[src/rtl/peridot_i2c_slave_ctrl.sv]
// I2C slave transaction controller: address decode, register pointer, register
// bus writes and prefetched reads, with SCL stretching through ackwaitrequest.
module peridot_i2c_slave_ctrl #(
    parameter logic [6:0] DEVICE_ADDRESS = 7'h50
) (
    input  logic       clk,
    input  logic       reset_n,
    input  logic       condi_start,
    input  logic       condi_stop,
    input  logic       done_byte,
    input  logic       done_ack,
    input  logic [7:0] recieve_bytedata,
    input  logic       recieve_ackdata,
    output logic       ackwaitrequest,
    output logic       send_ackdata,
    output logic [7:0] send_bytedata,
    output logic       send_bytedatavalid,
    output logic [7:0] reg_address,
    output logic       reg_write,
    output logic [7:0] reg_writedata,
    output logic       reg_read,
    input  logic [7:0] reg_readdata,
    input  logic       reg_waitrequest,
    output logic       busy
);

    typedef enum logic [3:0] {
        S_IDLE,
        S_IGNORE,
        S_ADDR,
        S_SUB,
        S_ACKW,
        S_WDATA,
        S_WRITE,
        S_READ,
        S_RACK,
        S_RDATA
    } state_t;

    state_t     r_state, w_state_next;
    logic [7:0] r_ptr, w_ptr_next;
    logic       r_sub_got, w_sub_got_next;
    logic       r_first_rd, w_first_rd_next;
    logic       r_dvalid, w_dvalid_next;
    logic [7:0] r_send_byte, w_send_byte_next;
    logic [7:0] r_wdata, w_wdata_next;
    logic       w_bus_phase;

    always_ff @(posedge clk) begin
        if (!reset_n) begin
            r_state     <= S_IDLE;
            r_ptr       <= 8'h00;
            r_sub_got   <= 1'b0;
            r_first_rd  <= 1'b0;
            r_dvalid    <= 1'b0;
            r_send_byte <= 8'hFF;
            r_wdata     <= 8'h00;
        end else begin
            r_state     <= w_state_next;
            r_ptr       <= w_ptr_next;
            r_sub_got   <= w_sub_got_next;
            r_first_rd  <= w_first_rd_next;
            r_dvalid    <= w_dvalid_next;
            r_send_byte <= w_send_byte_next;
            r_wdata     <= w_wdata_next;
        end
    end

    // Bus cycles run with SCL stretched, so bus conditions cannot occur there.
    assign w_bus_phase = (r_state == S_WRITE) || (r_state == S_READ);

    always_comb begin
        w_state_next     = r_state;
        w_ptr_next       = r_ptr;
        w_sub_got_next   = r_sub_got;
        w_first_rd_next  = r_first_rd;
        w_dvalid_next    = r_dvalid;
        w_send_byte_next = r_send_byte;
        w_wdata_next     = r_wdata;

        if (!w_bus_phase && condi_start) begin
            w_state_next  = S_ADDR;
            w_dvalid_next = 1'b0;
        end else if (!w_bus_phase && condi_stop) begin
            w_state_next  = S_IDLE;
            w_dvalid_next = 1'b0;
        end else begin
            case (r_state)
                S_IDLE, S_IGNORE: ;
                S_ADDR: begin
                    if (done_byte) begin
                        if (recieve_bytedata[7:1] != DEVICE_ADDRESS) begin
                            w_state_next = S_IGNORE;
                        end else if (!recieve_bytedata[0]) begin
                            w_state_next   = S_ACKW;
                            w_sub_got_next = 1'b0;
                        end else begin
                            w_state_next    = S_READ;
                            w_first_rd_next = 1'b1;
                        end
                    end
                end
                S_ACKW: begin
                    if (done_ack) w_state_next = r_sub_got ? S_WDATA : S_SUB;
                end
                S_SUB: begin
                    if (done_byte) begin
                        w_ptr_next     = recieve_bytedata;
                        w_sub_got_next = 1'b1;
                        w_state_next   = S_ACKW;
                    end
                end
                S_WDATA: begin
                    if (done_byte) begin
                        w_wdata_next = recieve_bytedata;
                        w_state_next = S_WRITE;
                    end
                end
                S_WRITE: begin
                    if (!reg_waitrequest) begin
                        w_ptr_next   = r_ptr + 8'd1;
                        w_state_next = S_ACKW;
                    end
                end
                S_READ: begin
                    if (!reg_waitrequest) begin
                        w_send_byte_next = reg_readdata;
                        w_dvalid_next    = 1'b1;
                        w_state_next     = S_RACK;
                    end
                end
                S_RACK: begin
                    if (done_ack) begin
                        if (recieve_ackdata) begin
                            w_state_next    = S_RDATA;
                            w_first_rd_next = 1'b0;
                        end else begin
                            w_state_next  = S_IGNORE;
                            w_dvalid_next = 1'b0;
                        end
                    end
                end
                S_RDATA: begin
                    // Byte went out; prefetch the following register.
                    if (done_byte) begin
                        w_ptr_next    = r_ptr + 8'd1;
                        w_dvalid_next = 1'b0;
                        w_state_next  = S_READ;
                    end
                end
                default: w_state_next = S_IDLE;
            endcase
        end
    end

    always_comb begin
        ackwaitrequest = 1'b0;
        send_ackdata   = 1'b0;
        case (r_state)
            S_ADDR, S_SUB, S_WDATA, S_RDATA, S_WRITE, S_READ: ackwaitrequest = 1'b1;
            S_ACKW: send_ackdata = 1'b1;
            S_RACK: send_ackdata = r_first_rd;
            default: ;
        endcase
    end

    assign send_bytedata      = r_send_byte;
    assign send_bytedatavalid = r_dvalid & recieve_ackdata;
    assign reg_address        = r_ptr;
    assign reg_writedata      = r_wdata;
    assign reg_write          = (r_state == S_WRITE);
    assign reg_read           = (r_state == S_READ);
    assign busy               = (r_state != S_IDLE) && (r_state != S_IGNORE);

endmodule

[config.mk]
export PLATFORM = sky130hd
export DESIGN_NAME = peridot_i2c_slave_ctrl
export DESIGN_NICKNAME = d
export VERILOG_FILES = /design/src/rtl/peridot_i2c_slave_ctrl.sv
export SDC_FILE = /design/constraint.sdc
export NUM_CORES = 1
export LEC_CHECK = 0
export CORE_ASPECT_RATIO = 1.1
export CORE_UTILIZATION = 44
export CTS_BUF_LIST = sky130_fd_sc_hd__clkbuf_8
export DETAILED_ROUTE_END_ITERATION = 6
export GPL_TIMING_DRIVEN = 0
export HOLD_SLACK_MARGIN = 0.03
export PLACE_DENSITY = 0.85
export SYNTH_ARGS = -nofsm -noshare
export SYNTH_HDL_FRONTEND = slang
export SYNTH_SLANG_ARGS = --single-unit
[constraint.sdc]
create_clock -name clk -period 2 [get_ports clk]
set_input_delay 0.6 -clock clk [delete_from_list [all_inputs] [get_ports clk]]
set_output_delay 0.6 -clock clk [all_outputs]
set_load 0.1 [all_outputs]
After elaboration in Yosys (flattened, before gate mapping)
Cells that the tools add are included.

Register bits after elaboration: 31. Output and inout port bits: 30. Input bits: 24. Word-level logic and storage cells: 107.

Multiplexer cells: 37. Bitwise gates (word level): 6. Eq/ne operators: 33. Add/sub/neg operators: 1. Reductions and logical operators: 22.

Operators by type and width (number): $mux 4 (9); $pmux 4 s9 (1); $ne 2x2->1 const B (13); $mux 8 (3); $ne 4x4->1 const B (6); $pmux 8 s3 (1); $reduce_and 9->1 (2); $eq 4x3->1 const B (4); $mux 1 (14); $add 8x1->8 const B (1); $eq 4x2->1 const B (2); $eq 4x4->1 const B (2); $ne 4x2->1 const B (2); $reduce_and 4->1 (2); $reduce_and 8->1 (1); $ne 7x7->1 const B (1); $reduce_and 7->1 (1); $mux 2 (3); $mux 3 (2); $pmux 1 s2 (3); $reduce_and 6->1 (1); $reduce_bool 3->1 (2); $reduce_or 6->1 (1); $not 1->1 (5); 14 further kinds (17).

Depth between registers and ports, before layout
Word-level depth: 6. Gate-level depth with buffers: 8. Depth with buffers taken out: 6.

Worst setup path before layout
Ideal clock, no wire load.

Kind: register to output. From: register r_state[0]. To: output ackwaitrequest. Setup slack: -1635 ps. Buffers on the path: 2. Required time: 1400 ps. Stages on the path, launching flop included: 5. Arrival: 3035 ps. Cell sequence: dfxtp_1 > buf_2 > buf_1 > a21oi_1 > o21ai_0.

Cells in the longest elaborated chain, start to end: 3. Elaborated cells between the ends (all ways): 8. Classes of those cells: eq/ne (6); mux (1); reduce/logical (1).

RTL lines: from (decl) (line 40) `state_t r_state, w_state_next;`; from (signal assigned) (line 59) `r_state <= w_state_next;`; $eq 4x3->1 (tied with other cells) (line 159) `case (r_state)`; $reduce_or 6->1 * (line 159); $mux 1 * (line 159); to (decl) (line 14) `output logic ackwaitrequest,`.

Every way passes the cells marked *; elsewhere a longest branch is shown, timed or not.

Final worst setup path
From: register r_state[2]. To: output send_ackdata.

Cells in the longest elaborated chain, start to end: 2. Elaborated cells between the ends (all ways): 3. Classes of those cells: eq/ne (2); mux (1).

RTL lines: $eq 4x4->1 / $eq 4x3->1 (equally long branches) (line 159); $pmux 1 s2 * (line 159); to (decl) (line 15) `output logic send_ackdata,`.

Marked as above.

==> results.tsv <==
stage	metric	value	unit
run_status	outcome	finished with violations	
run_status	failing checks	negative setup slack	
setup_path	CP Class	register to output port	
cts	cts hold-fix bufs	0	
logic_synthesis	Seq cells post-synth	31	
logic_synthesis	Post-synth ARST share	0	%
power	worst vdd ir	0.380	mV
logic_synthesis	Yosys warning count	0	
setup_path	CP arrival	1.45	ns
logic_synthesis	post-synthesis cell count	228	
cts	H-Tree Depth	2	
sta	Final setup viols	2	
setup_path	R2R depth	7	
sta	Max Freq	0.488	GHz
logic_synthesis	Synth Flop Type	dfxtp_1	
floorplanning	starting density of the core	45.9	%
layout	nets	322	
worst_hold_path	min-delay worst type	register to register	
grt	Total GRT Usage	26.1	%
grt	initial antenna violation count	0	
layout	Area Growth Syn to Fin	58.1	%
logic_synthesis	Netlist Area Pre-Place	1810	µm²
setup_path	worst r2r dst	r_state[1]	
logic_synthesis	syn nets	253	
logic_synthesis	sequential area share after synthesis	34.4	%
place	input/output buffers	52	
sta	Final Max Tran Viols	0	
sta	Worst Skew	0.00528	ns
floorplanning	Die Area	4360	µm²
layout	leading cell types in the layout, fill and taps excluded	nand2_1 (26), clkdlybuf4s15_2 (25), dfxtp_1 (25), nor2_1 (22), a21oi_1 (17)	
setup_path	reg2reg setup slack	0.14	ns
run	# Max-Cap Violations	0	
route	drt total wl	5.43	mm
grt	Remaining Overflow, GRT	0	
sta	RSZ-0062 raised after global routing	yes	
cts	clock-pin slew on the worst setup and hold paths	0.06	ns
place	HPWL Detailed	3.60	mm
setup_path	launch point of the worst reg-to-reg path	r_state[2]	
sta	Final WS setup	-0.0481	ns
power	Power Total	1410	µW
sta	Worst slew margin	47.3	%
logic_synthesis	Mean Syn Cell Area	7.92	µm²
cts	worst skew pair latency	0.28	ns
power	Power Density	493	nW/µm²
layout	most common cell after layout, fill and taps aside	nand2_1	
cts	clk root buf	clkbuf_8	
cts	CTS Buf Count	5	
setup_path	critical path peak fanout	6	
power	static leakage	0.00121	µW
route	WL per Instance	15.5	µm
route	Initial DRT Pass Iterations	4	
floorplanning	Core Area	3930	µm²
sta	worst hold slack	0.472	ns
worst_hold_path	hold_sp	send_bytedata[3]	
logic_synthesis	Yosys cell types	48	
grt	vias in the first global route	1921	
worst_hold_path	Hold EP	send_bytedata[3]	
layout	Ant. Diodes	0	
setup_path	crit end category	output port	
sta	minimum clock period	2.05	ns
grt	first-pass GRT wire length	8.96	mm
route	Initial DRC Count	172	
layout	layout cell share with drive strength beyond 1	31.9	%
cts	CTS tree	yes	
sta	Hold Vio Cnt, Final	0	
setup_path	startpoint type of the worst setup path	register	
logic_synthesis	Post-synth EDFFs	0	
sta	Least-Margin Pin Slew	0.784	ns
setup_path	Worst EP required	1.40	ns
cts	number of clock sinks	31	
cts	Clock Path Buffers	2	
floorplanning	I/O Pins	54	
route	post-route ant nets	0	
floorplanning	Die X	63.1	µm
sta	fin crit share	102	%
place	placer congestion estimate	0.915	
floorplanning	floorplan row count	24	
route	Residual DRC	0	
route	vias	2069	
worst_hold_path	Hold Path Depth	2	
floorplanning	Die H	69.2	µm
grt	pin count of the biggest net entering global routing	11	
route	vias per cell	5.91	
-- per-stage QoR --
stage / cells / worst slack (ns) / instance area [µm²] / utilization [%] / setup TNS (ns)
after floorplan: 228 / -0.127 / 1880 / - / -0.186
after global placement: 332 / -0.987 / 2460 / 62.6 / -16.17
after detailed placement: 332 / -0.995 / 2460 / 62.6 / -16.40
after CTS: 344 / -0.0112 / 2750 / 69.8 / -0.0183
after global routing: 350 / -0.110 / 2850 / 72.6 / -0.232
final: 350 / -0.0481 / 2850 / 72.6 / -0.0674
-- registers in the layout, summed over array words and instances, names as in the netlist --
name           flops
r_dvalid           1
r_first_rd         1
r_state            4
r_sub_got          1
reg_address        8
reg_writedata      8
send_bytedata      8
-- what timing repair did --
| item | 4_1_cts | 5_1_grt |
|---|---|---|
| cloned | 0 | 1 |
| endpoints found under the setup margin | 52 | 20 |
| pin swaps | 5 | 11 |
| resized for setup | 154 | 22 |
| setup buffers | 6 | 5 |
-- Yosys cell counts, types with 3 or more instances --
master,n,area [µm²]
nand3_1,11,55.1
nor2_1,24,90.1
nor3_1,9,45.0
a21oi_1,19,95.1
o31ai_1,6,45.0
a311oi_1,3,26.3
clkbuf_1,6,22.5
and3_1,7,43.8
nand2b_1,3,18.8
o211ai_1,4,30.0
mux2i_1,10,100
o21ai_0,9,45.0
buf_2,9,45.0
nor2b_1,5,31.3
dfxtp_1,31,621
nor3b_1,4,30.0
nand2_1,26,97.6
-- per-layer routing --
metal / vias to the layer above / track usage (%) / part of all wire [%]
li1: 970 / - / -
met1: 986 / 33.0 / 41
met2: 102 / 42.3 / 49
met3: 11 / 8.55 / 8.3
met4: 0 / 6.46 / 1.4
met5: - / 0 / 0
-- layout make-up --
type	instances	area, µm²
fillers	283	1080
clock buffers	7	96.3
flip-flops and latches	31	636
clock inverters	1	3.75
inverters	3	11.3
well taps	52	65.1
multi-input cells	178	1230
repair buffers	64	697
plain buffers	14	119
-- worst max-delay path, stage by stage, from the launching register on --
cell     delay [ns]
dfxtp_2        0.33
buf_6          0.13
buf_8          0.12
nor2b_4        0.13
a21oi_4        0.07
nor3_4         0.17
buf_12         0.20
-- report_power, final --
group	switching, µW	internal (µW)
registers	7.34	619
clock network	226	308
logic	139	107
-- cells by family after synthesis --
family | Yosys count | share of synthesized area, %
compound gates | 59 | 22.3
fa+ha+maj | 2 | 1.25
buf+inv | 19 | 4.57
flops | 31 | 34.4
mux | 12 | 7.00
simple gates | 105 | 30.5
-- worst max-delay path by stage --
stage | cells past startpoint | endpoint | from
floorplan | 5 | send_ackdata | r_state[2]
detailed placement | 3 | send_bytedatavalid | recieve_ackdata
CTS | 5 | ackwaitrequest | r_state[2]
global placement | 3 | send_bytedatavalid | recieve_ackdata
finish | 6 | send_ackdata | r_state[2]
global route | 6 | send_ackdata | r_state[2]
No activity file was read; power rests on OpenSTA's default activity.
